<file path="src/rtl/nibble_logger.sv">
// rtl/nibble_logger.sv - capture 4-bit bus changes into a FIFO and serialise them on a UART-style line
//
// Purpose:
//   Watches a 4-bit bus every clock. Each change seen while capture is
//   enabled is queued in a small circular FIFO. Queued nibbles go out on a
//   single wire as frames: start bit (0), d0..d3 LSB first, optional even
//   parity bit, stop bit (1). Every bit is held for DIV clocks.
//
// Parameters:
//   DEPTH  FIFO entries (power of two, >= 2)
//   DIV    clocks per serial bit (>= 1)
//
// Ports:
//   clk      in   clock, rising edge
//   rst_n    in   asynchronous active-low reset
//   din      in   monitored nibble
//   en       in   capture enable
//   clr_ovf  in   synchronous clear of ovf
//   tx       out  serial output, idle high (registered)
//   busy     out  transmitter not idle (registered)
//   empty    out  FIFO empty (registered)
//   full     out  FIFO holds DEPTH entries (registered)
//   ovf      out  sticky: a change was dropped because the FIFO was full
//
// Build option:
//   NLOG_PARITY_EN  when defined, a PARITY bit (XOR of d0..d3) follows d3.

`timescale 1ns/1ps

module nibble_logger #(
  parameter int DEPTH = 8,
  parameter int DIV   = 4
) (
  input  logic       clk,
  input  logic       rst_n,
  input  logic [3:0] din,
  input  logic       en,
  input  logic       clr_ovf,
  output logic       tx,
  output logic       busy,
  output logic       empty,
  output logic       full,
  output logic       ovf
);

  localparam int AW = (DEPTH > 1) ? $clog2(DEPTH) : 1;
  localparam int CW = $clog2(DEPTH + 1);
  localparam int TW = (DIV > 1) ? $clog2(DIV) : 1;

  localparam logic [TW-1:0] TLAST = TW'(DIV - 1);
  localparam logic [CW-1:0] CFULL = CW'(DEPTH);

  typedef enum logic [2:0] {
    S_IDLE,
    S_START,
    S_DATA,
    S_PARITY,
    S_STOP
  } state_t;

  logic [3:0]    prev;
  logic [3:0]    mem [DEPTH];
  logic [AW-1:0] wr_ptr;
  logic [AW-1:0] rd_ptr;
  logic [CW-1:0] count;
  logic [CW-1:0] count_nxt;

  state_t        state;
  logic [TW-1:0] timer;
  logic [1:0]    bitidx;
  logic [3:0]    data_q;

  logic push;
  logic pop;
  logic accept;
  logic drop;

  // Pop is decided from registered state only, so no input reaches an
  // output combinationally. A push into a full FIFO is still accepted when
  // the transmitter frees a slot on the same edge.
  always_comb begin
    push      = en && (din != prev);
    pop       = (state == S_IDLE) && !empty;
    accept    = push && (!full || pop);
    drop      = push && full && !pop;
    count_nxt = count;
    if (accept && !pop) begin
      count_nxt = count + CW'(1);
    end else if (pop && !accept) begin
      count_nxt = count - CW'(1);
    end
  end

  always_ff @(posedge clk or negedge rst_n) begin
    if (!rst_n) begin
      prev   <= 4'h0;
      wr_ptr <= '0;
      rd_ptr <= '0;
      count  <= '0;
      empty  <= 1'b1;
      full   <= 1'b0;
      ovf    <= 1'b0;
    end else begin
      prev <= din;
      if (accept) begin
        wr_ptr <= wr_ptr + AW'(1);
      end
      if (pop) begin
        rd_ptr <= rd_ptr + AW'(1);
      end
      count <= count_nxt;
      empty <= (count_nxt == '0);
      full  <= (count_nxt == CFULL);
      // A drop on the same edge as a clear request keeps the flag set.
      if (drop) begin
        ovf <= 1'b1;
      end else if (clr_ovf) begin
        ovf <= 1'b0;
      end
    end
  end

  // Storage needs no reset: the pointers define what is valid.
  always_ff @(posedge clk) begin
    if (accept) begin
      mem[wr_ptr] <= din;
    end
  end

  // Transmitter. tx and busy are registered alongside the state so each
  // bit level appears on the edge that enters it.
  always_ff @(posedge clk or negedge rst_n) begin
    if (!rst_n) begin
      state  <= S_IDLE;
      timer  <= '0;
      bitidx <= 2'd0;
      data_q <= 4'h0;
      tx     <= 1'b1;
      busy   <= 1'b0;
    end else begin
      case (state)
        S_IDLE: begin
          tx    <= 1'b1;
          timer <= '0;
          if (pop) begin
            data_q <= mem[rd_ptr];
            state  <= S_START;
            tx     <= 1'b0;
            busy   <= 1'b1;
          end
        end

        S_START: begin
          if (timer == TLAST) begin
            state  <= S_DATA;
            tx     <= data_q[0];
            bitidx <= 2'd0;
            timer  <= '0;
          end else begin
            timer <= timer + TW'(1);
          end
        end

        S_DATA: begin
          if (timer == TLAST) begin
            timer <= '0;
            if (bitidx == 2'd3) begin
`ifdef NLOG_PARITY_EN
              state <= S_PARITY;
              tx    <= ^data_q;
`else
              state <= S_STOP;
              tx    <= 1'b1;
`endif
            end else begin
              bitidx <= bitidx + 2'd1;
              tx     <= data_q[bitidx + 2'd1];
            end
          end else begin
            timer <= timer + TW'(1);
          end
        end

`ifdef NLOG_PARITY_EN
        S_PARITY: begin
          if (timer == TLAST) begin
            state <= S_STOP;
            tx    <= 1'b1;
            timer <= '0;
          end else begin
            timer <= timer + TW'(1);
          end
        end
`endif

        S_STOP: begin
          if (timer == TLAST) begin
            state <= S_IDLE;
            busy  <= 1'b0;
            tx    <= 1'b1;
            timer <= '0;
          end else begin
            timer <= timer + TW'(1);
          end
        end

        default: begin
          state <= S_IDLE;
          busy  <= 1'b0;
          tx    <= 1'b1;
          timer <= '0;
        end
      endcase
    end
  end

endmodule

</file>
<file path="config.mk">
export PLATFORM = sky130hd
export DESIGN_NAME = nibble_logger
export DESIGN_NICKNAME = d
export VERILOG_FILES = /design/src/rtl/nibble_logger.sv
export SDC_FILE = /design/constraint.sdc
export NUM_CORES = 1
export LEC_CHECK = 0
export ABC_CLOCK_PERIOD_IN_PS = 3200
export CORE_AREA = 2 2 86 88
export DETAILED_ROUTE_END_ITERATION = 7
export DIE_AREA = 0 0 88 90
export GPL_TIMING_DRIVEN = 0
export PLACE_DENSITY = 0.66
export SYNTH_ARGS = -nofsm -noshare
export SYNTH_HDL_FRONTEND = slang
export SYNTH_SLANG_ARGS = --single-unit
</file>
<file path="constraint.sdc">
create_clock -name clk -period 3.2 [get_ports clk]
set_input_delay 0.64 -clock clk [delete_from_list [all_inputs] [get_ports clk]]
set_output_delay 0.64 -clock clk [all_outputs]
set_load 0.01 [all_outputs]
</file>
Yosys cells after proc, flatten, opt, wreduce, memory -nomap -nowiden
Memories as Yosys holds them, arrays and structs flattened. A register that Yosys moved wholly into a read port is not among the register bits.
Cells that the tools add are included.
Word-level totals
  memories: 1
  bits of input ports: 8
  bits in writable memories: 32
  bits in registers: 26
  output and inout port bits: 5
Operators by class
  eq/ne operators: 13
  bitwise logic cells: 1
  add/sub/neg operators: 6
  order comparisons: 1
  mux-type cells: 29
  reductions and logical operators: 24
Memory list
  mem: depth 8, width 4, read ports 1, clocked after Yosys merged registers in 1, wr ports 1, RTL line 62  | logic [3:0] mem [DEPTH];
Operators with widths (count)
  $mux 3: 5
  $mux 1: 12
  $ne 2x2->1 const B: 6
  $pmux 3 s4: 1
  $mux 2: 5
  $mux 4: 2
  $logic_and 1x1->1: 7
  $add 3x1->3 const B: 2
  $reduce_and 3->1: 2
  $logic_not 1->1: 5
  $reduce_and 5->1: 1
  $add 2x1->2 const B: 2
  $add 4x1->4 const B: 1
  $eq 2x2->1 const B: 2
  $eq 4x4->1 const B: 1
  $logic_not 4->1: 1
  $ne 4x4->1: 1
  $pmux 1 s4: 1
  $pmux 2 s2: 1
  $reduce_and 4->1: 1
  $reduce_bool 2->1: 2
  $sub 4x1->4 const B: 1
  $eq 3x1->1 const B: 1
  $eq 3x2->1 const B: 1
  10 further kinds: 10

Depth between registers and ports, before layout
  depth after elaboration: 9
  gate-level depth with buffers: 7
  gate-level depth less buffers: 6

Worst setup path before layout
OpenSTA, ideal clock, no wires.
  path kind: register to register
  from: register state[2]
  to: memory mem[1][0] (enable)
  data arrival time: 1.857 ns
  stages on the path, launching flop included: 6
  required time: 2.821 ns
  setup slack: 0.964 ns
  buffers on the path: 2
  cell sequence: dfrtp_1 > buf_6 > or4_4 > buf_6 > a21o_1 > nor4b_1
On the way
  word-level cells in the longest chain between the ends: 6
RTL lines
  start: declaration: RTL line 68  | state_t state;
  start signal: assignment: RTL line 134  | state <= S_IDLE;
  start signal: assignment: RTL line 147  | state <= S_START;
  start signal: assignment: RTL line 155  | state <= S_DATA;
  $logic_not 3->1: RTL line 83  | pop = (state == S_IDLE) && !empty;
  $logic_and 1x1->1: RTL line 83
  $logic_or 1x1->1: RTL line 84  | accept = push && (!full || pop);
  $logic_and 1x1->1: RTL line 84
  $mux 1: RTL line 125  | if (accept) begin
  $mux 1 (implied by the code): RTL line 126  | mem[wr_ptr] <= din;
  end: declaration: RTL line 62
No other way between the ends.

Worst setup path in the final report
  from: input port din[3]
  to: memory mem[1][1] (enable)
On the way
  word-level cells in the longest chain between the ends: 5
RTL lines
  start: declaration: RTL line 36  | input logic [3:0] din,
  $ne 4x4->1: RTL line 82  | push = en && (din != prev);
  $logic_and 1x1->1: RTL line 82
  $logic_and 1x1->1: RTL line 84
  $mux 1: RTL line 125
  $mux 1 (implied by the code): RTL line 126
No other way between the ends.

==> qor.txt <==
=====================================================================================
Fill cell instance count of the final layout                                      650
Number of antenna violations at the first check in global routing                   0
Total of hold buffers inserted after clock tree synthesis                           0
Netlist area before placement                                             0.00273 mm²
RSZ-0062 raised after global routing                                               no
Synthesis-to-finish area growth                                                 14.4%
Final critical path time including I/O delays and setup                       2990 ps
Number of buffers inserted to repair setup after CTS                                0
CTS tree                                                                          yes
Measured slew at the worst slew-check pin                                     1050 ps
Post-Synthesis Cells                                                              193
Switching pwr                                                                0.935 mW
List of cells traversed by the critical path                             clkdlybuf4s50_1 -> xor2_1 -> o41ai_4 -> a21o_1 -> nor4b_1
Cells resized by post-CTS repair                                                    0
Floorplan Core Area                                                       0.00702 mm²
Relative max-transition margin                                                  28.9%
Number of nets in the layout                                                      230
Number of remaining DRC errors                                                      0
Power, Total                                                                  2.76 mW
Clock network latency to the later pin of the worst-skew pair                  330 ps
Area used by sequential logic in the layout                               0.00171 mm²
Wire length of the first global-routing pass                                  7500 µm
Clk network pwr share                                                           20.0%
Crit path kind                                                           input port to flip-flop
Initial core utilization                                                        38.9%
Number of global-route vias before repair                                       1,544
Clock Path Buffers                                                                  2
Clock-pin slew of the registers on the worst-case setup and hold paths          70 ps
Number of setup violations in the final report                                      0
Leakage                                                                       1.16 nW
Worst path bufs/invs                                                                1
Post-Syn Area per Cell                                                       14.1 µm²
Critical path's top delay family                                         simple AND/OR/NAND/NOR gates
DP HPWL                                                                       3060 µm
Final count of pins violating max slew                                              0
Pin count of the biggest net entering global routing                               31
Sequential group share of total power                                           43.9%
Register bit count reported by yosys                                               62
Arrival time worst endpoint                                                   2940 ps
Design Area, Final                                                        0.00312 mm²
Syn. warnings                                                                       0
Critical Path Fanout Max                                                           10
Cell internal power dissipation                                               1.82 mW
Syn Nets                                                                          207
Width of the die                                                                88 µm
Outcome                                                                  complete, no violations
Last weighted congestion value of the routability-driven placer                 0.807
Share of power burned in combinational logic                                    36.1%
Final hold viol count                                                               0
Avg Vias per Cell                                                                4.72
Multi-input gate area                                                         935 µm²
Hold/Removal Path Class                                                  input port to asynchronous set/reset pin
Post-Route Hold Slack                                                          330 ps
Ratio of cells with drive above 1 in the final layout                           16.3%
DR vias                                                                         1,510
Final ANT Viol Nets                                                                 0
Power density cells                                                        883 mW/mm²
Portion of the post-synthesis area used by sequential elements                  62.8%
Clock Root Buffer                                                            clkbuf_8
Number of standard-cell rows in the floorplan                                      31
Highest-delay cell along the critical path                                    nor4b_1
Top achievable clock speed                                                    335 MHz
Number of CTS-inserted buffers                                                      9
Port Buf Inserts                                                                   12
Slowest stage delay, CP                                                        870 ps
Final worst-path cycle share                                                    93.4%
Worst setup EP type                                                         flip-flop
Required time at the worst-slack endpoint                                     3150 ps
GRT overflow                                                                        0
DRT iter0 DRCs                                                                     90
CTS sink cnt                                                                       62
Number of diodes added for antenna fixing                                           0
Total routing usage reported by global routing                                  12.9%
Number of distinct library cells after synthesis                                   38
H-Tree Depth                                                                        3
Worst-case clock skew                                                         7.85 ps
Die footprint                                                             0.00792 mm²
Number of top-level pins                                                           13
DIE HEIGHT                                                                      90 µm
Type of element launching the critical path                                input port
Max-cap violation count                                                             0
Final routed wire length divided by cell count                                14.1 µm
DRT Wirelength                                                                4500 µm
Post-placement cell area                                                  0.00297 mm²
Maximum vdd ir drop                                                            448 µV
Switching share of power                                                        33.9%
Router iterations before antenna repair                                             4
=====================================================================================
-- worst reg2reg max path, stage by stage, from the launching register on --
cell and delay [ps]:
dfrtp_1 450, or4_4 560, buf_6 150, a21o_1 230, nor4b_1 870
-- state kept, by name (all words and copies together) (netlist names) --
name    cells
wr_ptr      3
rd_ptr      3
busy        1
count       4
state       3
full        1
empty       1
tx          1
mem        32
timer       2
bitidx      2
ovf         1
prev        4
data_q      4
-- through the flow --
stage               instances  util, %  TNS [ps]  worst slack (ps)
finish                    320     44.4         0               211
global route              320     44.4         0              34.9
CTS                       320     44.5         0               207
detailed placement        304     42.3     -1110              -136
global placement          304     42.3      -286             -46.6
floorplan                 193        -         0               964
-- worst paths after layout --
path                           from        end  slack, ps  cells past startpoint
setup / recovery             din[3]  mem[1][1]        210                      5
hold / removal                rst_n   count[3]        330                      1
setup reg to reg           state[1]  mem[1][1]        570                      4
hold reg to reg            timer[0]   timer[0]        430                      1
max in group asynchronous     rst_n  rd_ptr[1]       2440                      1
min in group clk           timer[0]   timer[0]        430                      1
-- layout by cell type, fill, tap and decap left out, types with 7 or more instances in the layout --
master / Yosys / final
edfxtp_1: 32 / 32
dfrtp_1: 28 / 28
inv_1: 7 / 7
mux4_2: 9 / 9
o21ai_0: 8 / 8
clkbuf_1: 5 / 10
nor2_1: 12 / 12
nor3_1: 7 / 7
nand2_1: 19 / 19
clkdlybuf4s50_1: 0 / 11
clkbuf_8: 0 / 9
-- layer usage --
layer	vias up	track usage, %	share of wire, %
met2	18	19.2	49
met4	0	7.69	1.8
met3	5	3.58	2.3
met5	-	0	0
li1	753	-	-
met1	734	16.5	47
-- power groups by stage --
stage          combinational (mW)  sequential (mW)  clock (mW)
2_1_floorplan               0.765             1.20           0
3_3_place_gp                0.994             1.22           0
3_5_place_dp                 1.01             1.23           0
4_1_cts                      1.01             1.21       0.574
5_1_grt                      1.11             1.24       0.603
6_report                    0.995             1.21       0.552
-- cell type report --
| class | instances | area share (%) |
|---|---|---|
| clock inverter | 2 | 0.321 |
| buffer | 10 | 1.72 |
| tap | 99 | 3.97 |
| multi-input combinational | 114 | 30.0 |
| timing repair buffer | 12 | 3.69 |
| inverter | 7 | 0.842 |
| clock buffer | 14 | 4.57 |
| sequential | 62 | 54.9 |
-- logic make-up (layout without fill, tap and decap cells) --
family | count (synthesis) | count (layout) | share of synthesized area [%]
buf+inv | 17 | 45 | 2.93
flops | 62 | 62 | 62.8
xor+xnor | 13 | 13 | 4.45
mux | 17 | 17 | 10.5
simple gates | 54 | 54 | 10.5
compound gates | 24 | 24 | 6.10
fa+ha+maj | 6 | 6 | 2.75
-- synth_stat cells --
library cell / number / share of area [%]
edfxtp_1: 32 / 35
dfrtp_1: 28 / 26
nand2_1: 19 / 2.6
nor2_1: 12 / 1.7
mux4_2: 9 / 7.4
o21ai_0: 8 / 1.5
inv_1: 7 / 0.96
nor3_1: 7 / 1.3
a21oi_1: 6 / 1.1
ha_1: 6 / 2.8
mux2i_1: 6 / 2.2
xnor2_1: 6 / 1.9
xor2_1: 6 / 1.9
clkbuf_1: 5 / 0.69
nand3_1: 4 / 0.73
nor4_2: 3 / 1.4
a21o_1: 2 / 0.55
buf_1: 2 / 0.28
buf_6: 2 / 0.83
dfstp_2: 2 / 1.9
mux2_2: 2 / 0.83
nor3b_1: 2 / 0.55
nor4b_1: 2 / 0.64
a21oi_2: 1 / 0.32
a31oi_1: 1 / 0.23
buf_2: 1 / 0.18
nand2b_1: 1 / 0.23
nor2b_1: 1 / 0.23
nor4_1: 1 / 0.23
nor4b_2: 1 / 0.55
o211ai_1: 1 / 0.28
o22a_1: 1 / 0.32
o22ai_1: 1 / 0.23
o31ai_1: 1 / 0.28
o32ai_1: 1 / 0.32
o41ai_4: 1 / 1.0
or4_4: 1 / 0.41
xnor2_2: 1 / 0.60
(Power assumes the default switching activity.)
